$ cat src/rtl/xifo_ctrl.sv
// xifo_ctrl: stack/queue controller driving an external single-port-pair RAM
// with registered read data.
//
// MODE=0 behaves as a LIFO stack (single pointer), MODE=1 as a FIFO queue
// (separate write/read pointers). After reset or a flush the RAM is cleared
// one address per cycle before requests are accepted.
//
// Ports:
//   Clk, Rst_n          rising-edge clock, synchronous active-low reset
//   Clr                 synchronous flush (honoured only while Ready)
//   Wr_req, Rd_req      push/enqueue and pop/dequeue requests
//   Datain              write data
//   Dataout, Dout_valid read data (from Ram_dat_i) and its valid strobe
//   Wr_ack, Rd_ack      same-cycle acceptance of the requests
//   Full, Empty, Count  occupancy status
//   Ovf, Udf            sticky overflow/underflow flags
//   Ready               high once the RAM clear sequence has finished
//   Ram_*               RAM port; Ram_dat_i valid one cycle after Ram_re
module xifo_ctrl #(
    parameter int MODE       = 0,
    parameter int ADDR_WIDTH = 3,
    parameter int DEPTH      = 1 << ADDR_WIDTH,
    parameter int SIZE       = 8
) (
    input  logic                  Clk,
    input  logic                  Rst_n,
    input  logic                  Clr,
    input  logic                  Wr_req,
    input  logic                  Rd_req,
    input  logic [SIZE-1:0]       Datain,
    output logic [SIZE-1:0]       Dataout,
    output logic                  Dout_valid,
    output logic                  Wr_ack,
    output logic                  Rd_ack,
    output logic                  Full,
    output logic                  Empty,
    output logic [ADDR_WIDTH:0]   Count,
    output logic                  Ovf,
    output logic                  Udf,
    output logic                  Ready,
    output logic                  Ram_we,
    output logic                  Ram_re,
    output logic [ADDR_WIDTH-1:0] Ram_wr_adr,
    output logic [ADDR_WIDTH-1:0] Ram_rd_adr,
    output logic [SIZE-1:0]       Ram_dat_o,
    input  logic [SIZE-1:0]       Ram_dat_i
);

    localparam logic                  IS_STACK = (MODE == 0);
    localparam logic [ADDR_WIDTH:0]   DEPTH_C  = (ADDR_WIDTH+1)'(DEPTH);
    localparam logic [ADDR_WIDTH-1:0] LAST_ADR = ADDR_WIDTH'(DEPTH - 1);

    typedef enum logic {
        INIT,
        RUN
    } state_t;

    state_t                state, state_nxt;
    logic [ADDR_WIDTH-1:0] init_cnt, init_cnt_nxt;
    logic [ADDR_WIDTH-1:0] sp, sp_nxt;
    logic [ADDR_WIDTH-1:0] wr_ptr, wr_ptr_nxt;
    logic [ADDR_WIDTH-1:0] rd_ptr, rd_ptr_nxt;
    logic [ADDR_WIDTH:0]   count_nxt;
    logic                  ovf_nxt, udf_nxt;

    // Pointer arithmetic modulo DEPTH (DEPTH need not be a power of two).
    function automatic logic [ADDR_WIDTH-1:0] ptr_inc(input logic [ADDR_WIDTH-1:0] p);
        return (p == LAST_ADR) ? '0 : p + ADDR_WIDTH'(1);
    endfunction

    function automatic logic [ADDR_WIDTH-1:0] ptr_dec(input logic [ADDR_WIDTH-1:0] p);
        return (p == '0) ? LAST_ADR : p - ADDR_WIDTH'(1);
    endfunction

    // Handshake, status and RAM port decode.
    always_comb begin
        Ready   = (state == RUN);
        Full    = (Count == DEPTH_C);
        Empty   = (Count == '0);
        // A flush cycle accepts nothing.
        Rd_ack  = Rd_req & Ready & ~Empty & ~Clr;
        // In stack mode a simultaneous pop wins over the push.
        Wr_ack  = Wr_req & Ready & ~Full & ~Clr & ~(IS_STACK & Rd_ack);
        Ram_re  = Rd_ack;
        Ram_we  = Ready ? Wr_ack : 1'b1;
        Ram_dat_o = Ready ? Datain : '0;
        if (!Ready)
            Ram_wr_adr = init_cnt;
        else if (IS_STACK)
            Ram_wr_adr = sp;
        else
            Ram_wr_adr = wr_ptr;
        Ram_rd_adr = IS_STACK ? ptr_dec(sp) : rd_ptr;
        Dataout    = Ram_dat_i;
    end

    // Next-state logic for the FSM, pointers, occupancy and error flags.
    always_comb begin
        state_nxt    = state;
        init_cnt_nxt = init_cnt;
        sp_nxt       = sp;
        wr_ptr_nxt   = wr_ptr;
        rd_ptr_nxt   = rd_ptr;
        count_nxt    = Count;
        ovf_nxt      = Ovf;
        udf_nxt      = Udf;

        case (state)
            INIT: begin
                init_cnt_nxt = ptr_inc(init_cnt);
                if (init_cnt == LAST_ADR)
                    state_nxt = RUN;
            end

            RUN: begin
                if (Clr) begin
                    state_nxt    = INIT;
                    init_cnt_nxt = '0;
                    sp_nxt       = '0;
                    wr_ptr_nxt   = '0;
                    rd_ptr_nxt   = '0;
                    count_nxt    = '0;
                    ovf_nxt      = 1'b0;
                    udf_nxt      = 1'b0;
                end else begin
                    if (IS_STACK) begin
                        // Push and pop are mutually exclusive here.
                        if (Wr_ack)
                            sp_nxt = ptr_inc(sp);
                        else if (Rd_ack)
                            sp_nxt = ptr_dec(sp);
                    end else begin
                        if (Wr_ack)
                            wr_ptr_nxt = ptr_inc(wr_ptr);
                        if (Rd_ack)
                            rd_ptr_nxt = ptr_inc(rd_ptr);
                    end
                    count_nxt = Count + (ADDR_WIDTH+1)'(Wr_ack) - (ADDR_WIDTH+1)'(Rd_ack);
                    // A full stack whose pop is served is not an overflow.
                    ovf_nxt   = Ovf | (Wr_req & Full & ~(IS_STACK & Rd_ack));
                    udf_nxt   = Udf | (Rd_req & Empty);
                end
            end

            default: state_nxt = INIT;
        endcase
    end

    always_ff @(posedge Clk) begin
        if (!Rst_n) begin
            state      <= INIT;
            init_cnt   <= '0;
            sp         <= '0;
            wr_ptr     <= '0;
            rd_ptr     <= '0;
            Count      <= '0;
            Ovf        <= 1'b0;
            Udf        <= 1'b0;
            Dout_valid <= 1'b0;
        end else begin
            state      <= state_nxt;
            init_cnt   <= init_cnt_nxt;
            sp         <= sp_nxt;
            wr_ptr     <= wr_ptr_nxt;
            rd_ptr     <= rd_ptr_nxt;
            Count      <= count_nxt;
            Ovf        <= ovf_nxt;
            Udf        <= udf_nxt;
            Dout_valid <= Rd_ack;
        end
    end

endmodule

$ cat config.mk
export PLATFORM = sky130hd
export DESIGN_NAME = xifo_ctrl
export DESIGN_NICKNAME = d
export VERILOG_FILES = /design/src/rtl/xifo_ctrl.sv
export SDC_FILE = /design/constraint.sdc
export NUM_CORES = 1
export LEC_CHECK = 0
export BUFFER_PORTS_ARGS = -buffer_cell sky130_fd_sc_hd__buf_4
export CELL_PAD_IN_SITES_DETAIL_PLACEMENT = 1
export CELL_PAD_IN_SITES_GLOBAL_PLACEMENT = 2
export CORE_MARGIN = 10
export CORE_UTILIZATION = 27
export CTS_BUF_LIST = sky130_fd_sc_hd__clkbuf_4 sky130_fd_sc_hd__clkbuf_8
export DETAILED_ROUTE_END_ITERATION = 10
export PLACE_DENSITY = 0.95
export SLEW_MARGIN = 20
export SYNTH_ARGS = -nofsm -noshare
export SYNTH_HDL_FRONTEND = slang
export SYNTH_SLANG_ARGS = --single-unit
$ cat constraint.sdc
create_clock -name Clk -period 6.97 [get_ports Clk]
set_input_delay 0 -clock Clk [delete_from_list [all_inputs] [get_ports Clk]]
set_output_delay 0 -clock Clk [all_outputs]
set_load 0.005 [all_outputs]
==> results.cfg <==
[cts]
cts_inserted_buffers = 3
clock_latency_ps = 250
cts_tree = yes
cts_max_path_buffers = 2
post_cts_buffers = 0
cts_num_sinks = 14
root_buffer = clkbuf_8
ctsResizeCount = 0
clk_pin_slew_worst_paths_ps = 60
ctsHoldBuffers = 0
htreeDepth = 1

[sta]
tns_ps = 0
setup_violations = 0
final_hold_viol_count = 0
fin_crit_ps = 2903
maxSlewViolCount = 0
finalCritPeriodShare_pct = 41.65
rsz0062_at_grt = false
hold_ws_ps = 0.002245
worst_pin_slew_ps = 985.4
max_freq_ghz = 0.3445
clock-skew-final_ps = 3.665
max_slew_margin_pct = 34.22

[global_routing]
grt_antenna_before_repair = 0
grt_max_degree = 36
grt_use_total_pct = 8.692
grt.overflow.total = 0
grt_pass1_wl_um = 5209
grt_pass1_vias = 1084

[floorplan]
ios = 57
die_w_um = 84.55
dieArea_um2 = 7148
row_count = 23
start_util_pct = 27.92
die_y_um = 84.55
core_area_um2 = 4029

[routing]
vias_per_cell = 4.849
detail-route-antenna-nets = 0
wl_per_cell_um = 14.80
initialDrtViolationCount = 42
first_pass_iters = 4
via_count = 1028
drc = 0
drt_wl_total_um = 3138

[power_and_ir_drop]
p_int_w = 0.0001431
sw_frac_of_total_pct = 22.34
ir_drop_mv = 0.04461
p_leak_nw = 0.6334
p_clk_share_pct = 44.2
p_seq_share_pct = 45.4
power-per-cell-area_nw_per_um2 = 128.2
p_comb_share_pct = 10.4
p_sw_w = 0.00004118

[outcome]
status = finished, final reports clean

[yosys]
synth_seq_cells = 14
synth_cells = 134
synth_area_per_cell_um2 = 8.394
synth_top_cell_area_share_pct = 24.92
synth_nets = 167
netlist_area_um2 = 1125
yosysTopAreaCell = dfxtp_1
ys_types = 42
async_reset_ff_share_pct = 0
yosysWarnings = 0
synth-edff-count = 0
seq_area_frac_synth_pct = 24.92
synthTopCellsByArea = dfxtp_1 25%, ha_1 12%, and2_1 6.7%
ys.flop_type = dfxtp_1

[cells_and_area]
final_util_pct = 35.68
layout_common_cells = 40 x buf_4, 14 x dfxtp_1, 12 x and2_1
fin_area_um2 = 1438
drive_gt1_share_pct = 32.10
syn_to_final_growth_pct = 27.81
final_nets = 196
fillers = 504
diodes = 0
multi_input_area_um2 = 698.2
area.sequential_um2 = 280.3
layout_commonest_cell = buf_4

[place]
portBuffers = 40
postPlaceCellArea_um2 = 1383
hpwlAfterDp_um = 2546
routabilityCongestion = 0.7289

[hold_path]
hp-class = input port to primary output
holdPathStages = 0

[setup_path]
critical_path_class = flop to flop
crit_arrival_ps = 3050
r2r_cells = 8
worst_ep_required_time_ps = 7120
end_kind = flop
critPathMaxFanout = 35
cp-start-kind = flop

[job]
cap_violations = 0
-- cells in the mapped netlist, types with 3 or more instances --
| cell type | n |
|---|---|
| clkbuf_1 | 3 |
| nor3_1 | 3 |
| nand2_1 | 10 |
| buf_4 | 9 |
| dfxtp_1 | 14 |
| buf_2 | 3 |
| inv_1 | 10 |
| nand2b_1 | 5 |
| ha_1 | 11 |
| nor2_1 | 8 |
| a21oi_1 | 5 |
| mux2_2 | 3 |
| and2_1 | 12 |
| nand3_1 | 3 |
-- state kept, by name (all words and copies together) (netlist names) --
name        count
sp              3
Udf             1
init_cnt        3
Ovf             1
Ready           1
Count           4
Dout_valid      1
-- worst max-delay path, stage by stage (launching register included) --
cell	delay (ps)
dfxtp_1	970
nand3b_2	310
or3_1	460
nand2_1	100
ha_1	190
fa_1	420
nand2_1	80
o22ai_1	70
and2_1	190
-- cells by family (layout without fill, tap and decap cells) --
group | count (synthesis) | count (layout) | synth area share, %
flops | 14 | 14 | 24.92
buf+inv | 27 | 55 | 13.01
mux | 3 | 3 | 3.003
simple gates | 52 | 52 | 26.36
fa+ha+maj | 12 | 12 | 14.02
xor+xnor | 1 | 1 | 0.7788
compound gates | 25 | 25 | 17.91
-- per-layer routing --
layer | global-route usage, % | up-vias | wire, µm
met4 | 4.491 | 0 | 66
met3 | 4.058 | 7 | 315
met1 | 10.01 | 468 | 1409
li1 | - | 515 | -
met5 | 0 | - | 0
met2 | 13.11 | 38 | 1346
-- cell type report --
cell class / count / share of cell area [%]
Clock buffer: 4 / 3.829
Timing Repair Buffer: 40 / 20.89
Sequential cell: 14 / 19.50
Inverter: 11 / 2.872
Multi-Input combinational cell: 93 / 48.56
Tap cell: 50 / 4.352
-- power by group through the flow --
stage               Sequential, W  Clock (W)  Combinational [W]
floorplan               0.0000848          0          0.0000131
global placement        0.0000854          0          0.0000194
detailed placement      0.0000855          0          0.0000197
CTS                     0.0000837  0.0000847          0.0000197
global route            0.0000841  0.0000865          0.0000216
finish                  0.0000837  0.0000815          0.0000192
-- per-stage QoR --
| stage | instances | power (W) | worst slack, ps |
|---|---|---|---|
| after global placement | 208 | 0.0001048 | 4124 |
| after CTS | 212 | 0.0001881 | 4015 |
| after floorplan | 134 | 0.00009789 | 4561 |
| after global routing | 212 | 0.0001922 | 3775 |
| final | 212 | 0.0001843 | 4067 |
| after detailed placement | 208 | 0.0001052 | 4004 |
-- final timing paths --
path / start / end / slack (ps)
max: Ready$_SDFF_PN0_ / Count[1]$_SDFFE_PN0P_ / 4070
min: Ram_dat_i[4] / Dataout[4] / 0.002
max reg2reg: Ready$_SDFF_PN0_ / Count[1]$_SDFFE_PN0P_ / 4070
min reg2reg: Ovf$_SDFFE_PN0P_ / Ovf$_SDFFE_PN0P_ / 450
(Power assumes the default switching activity.)
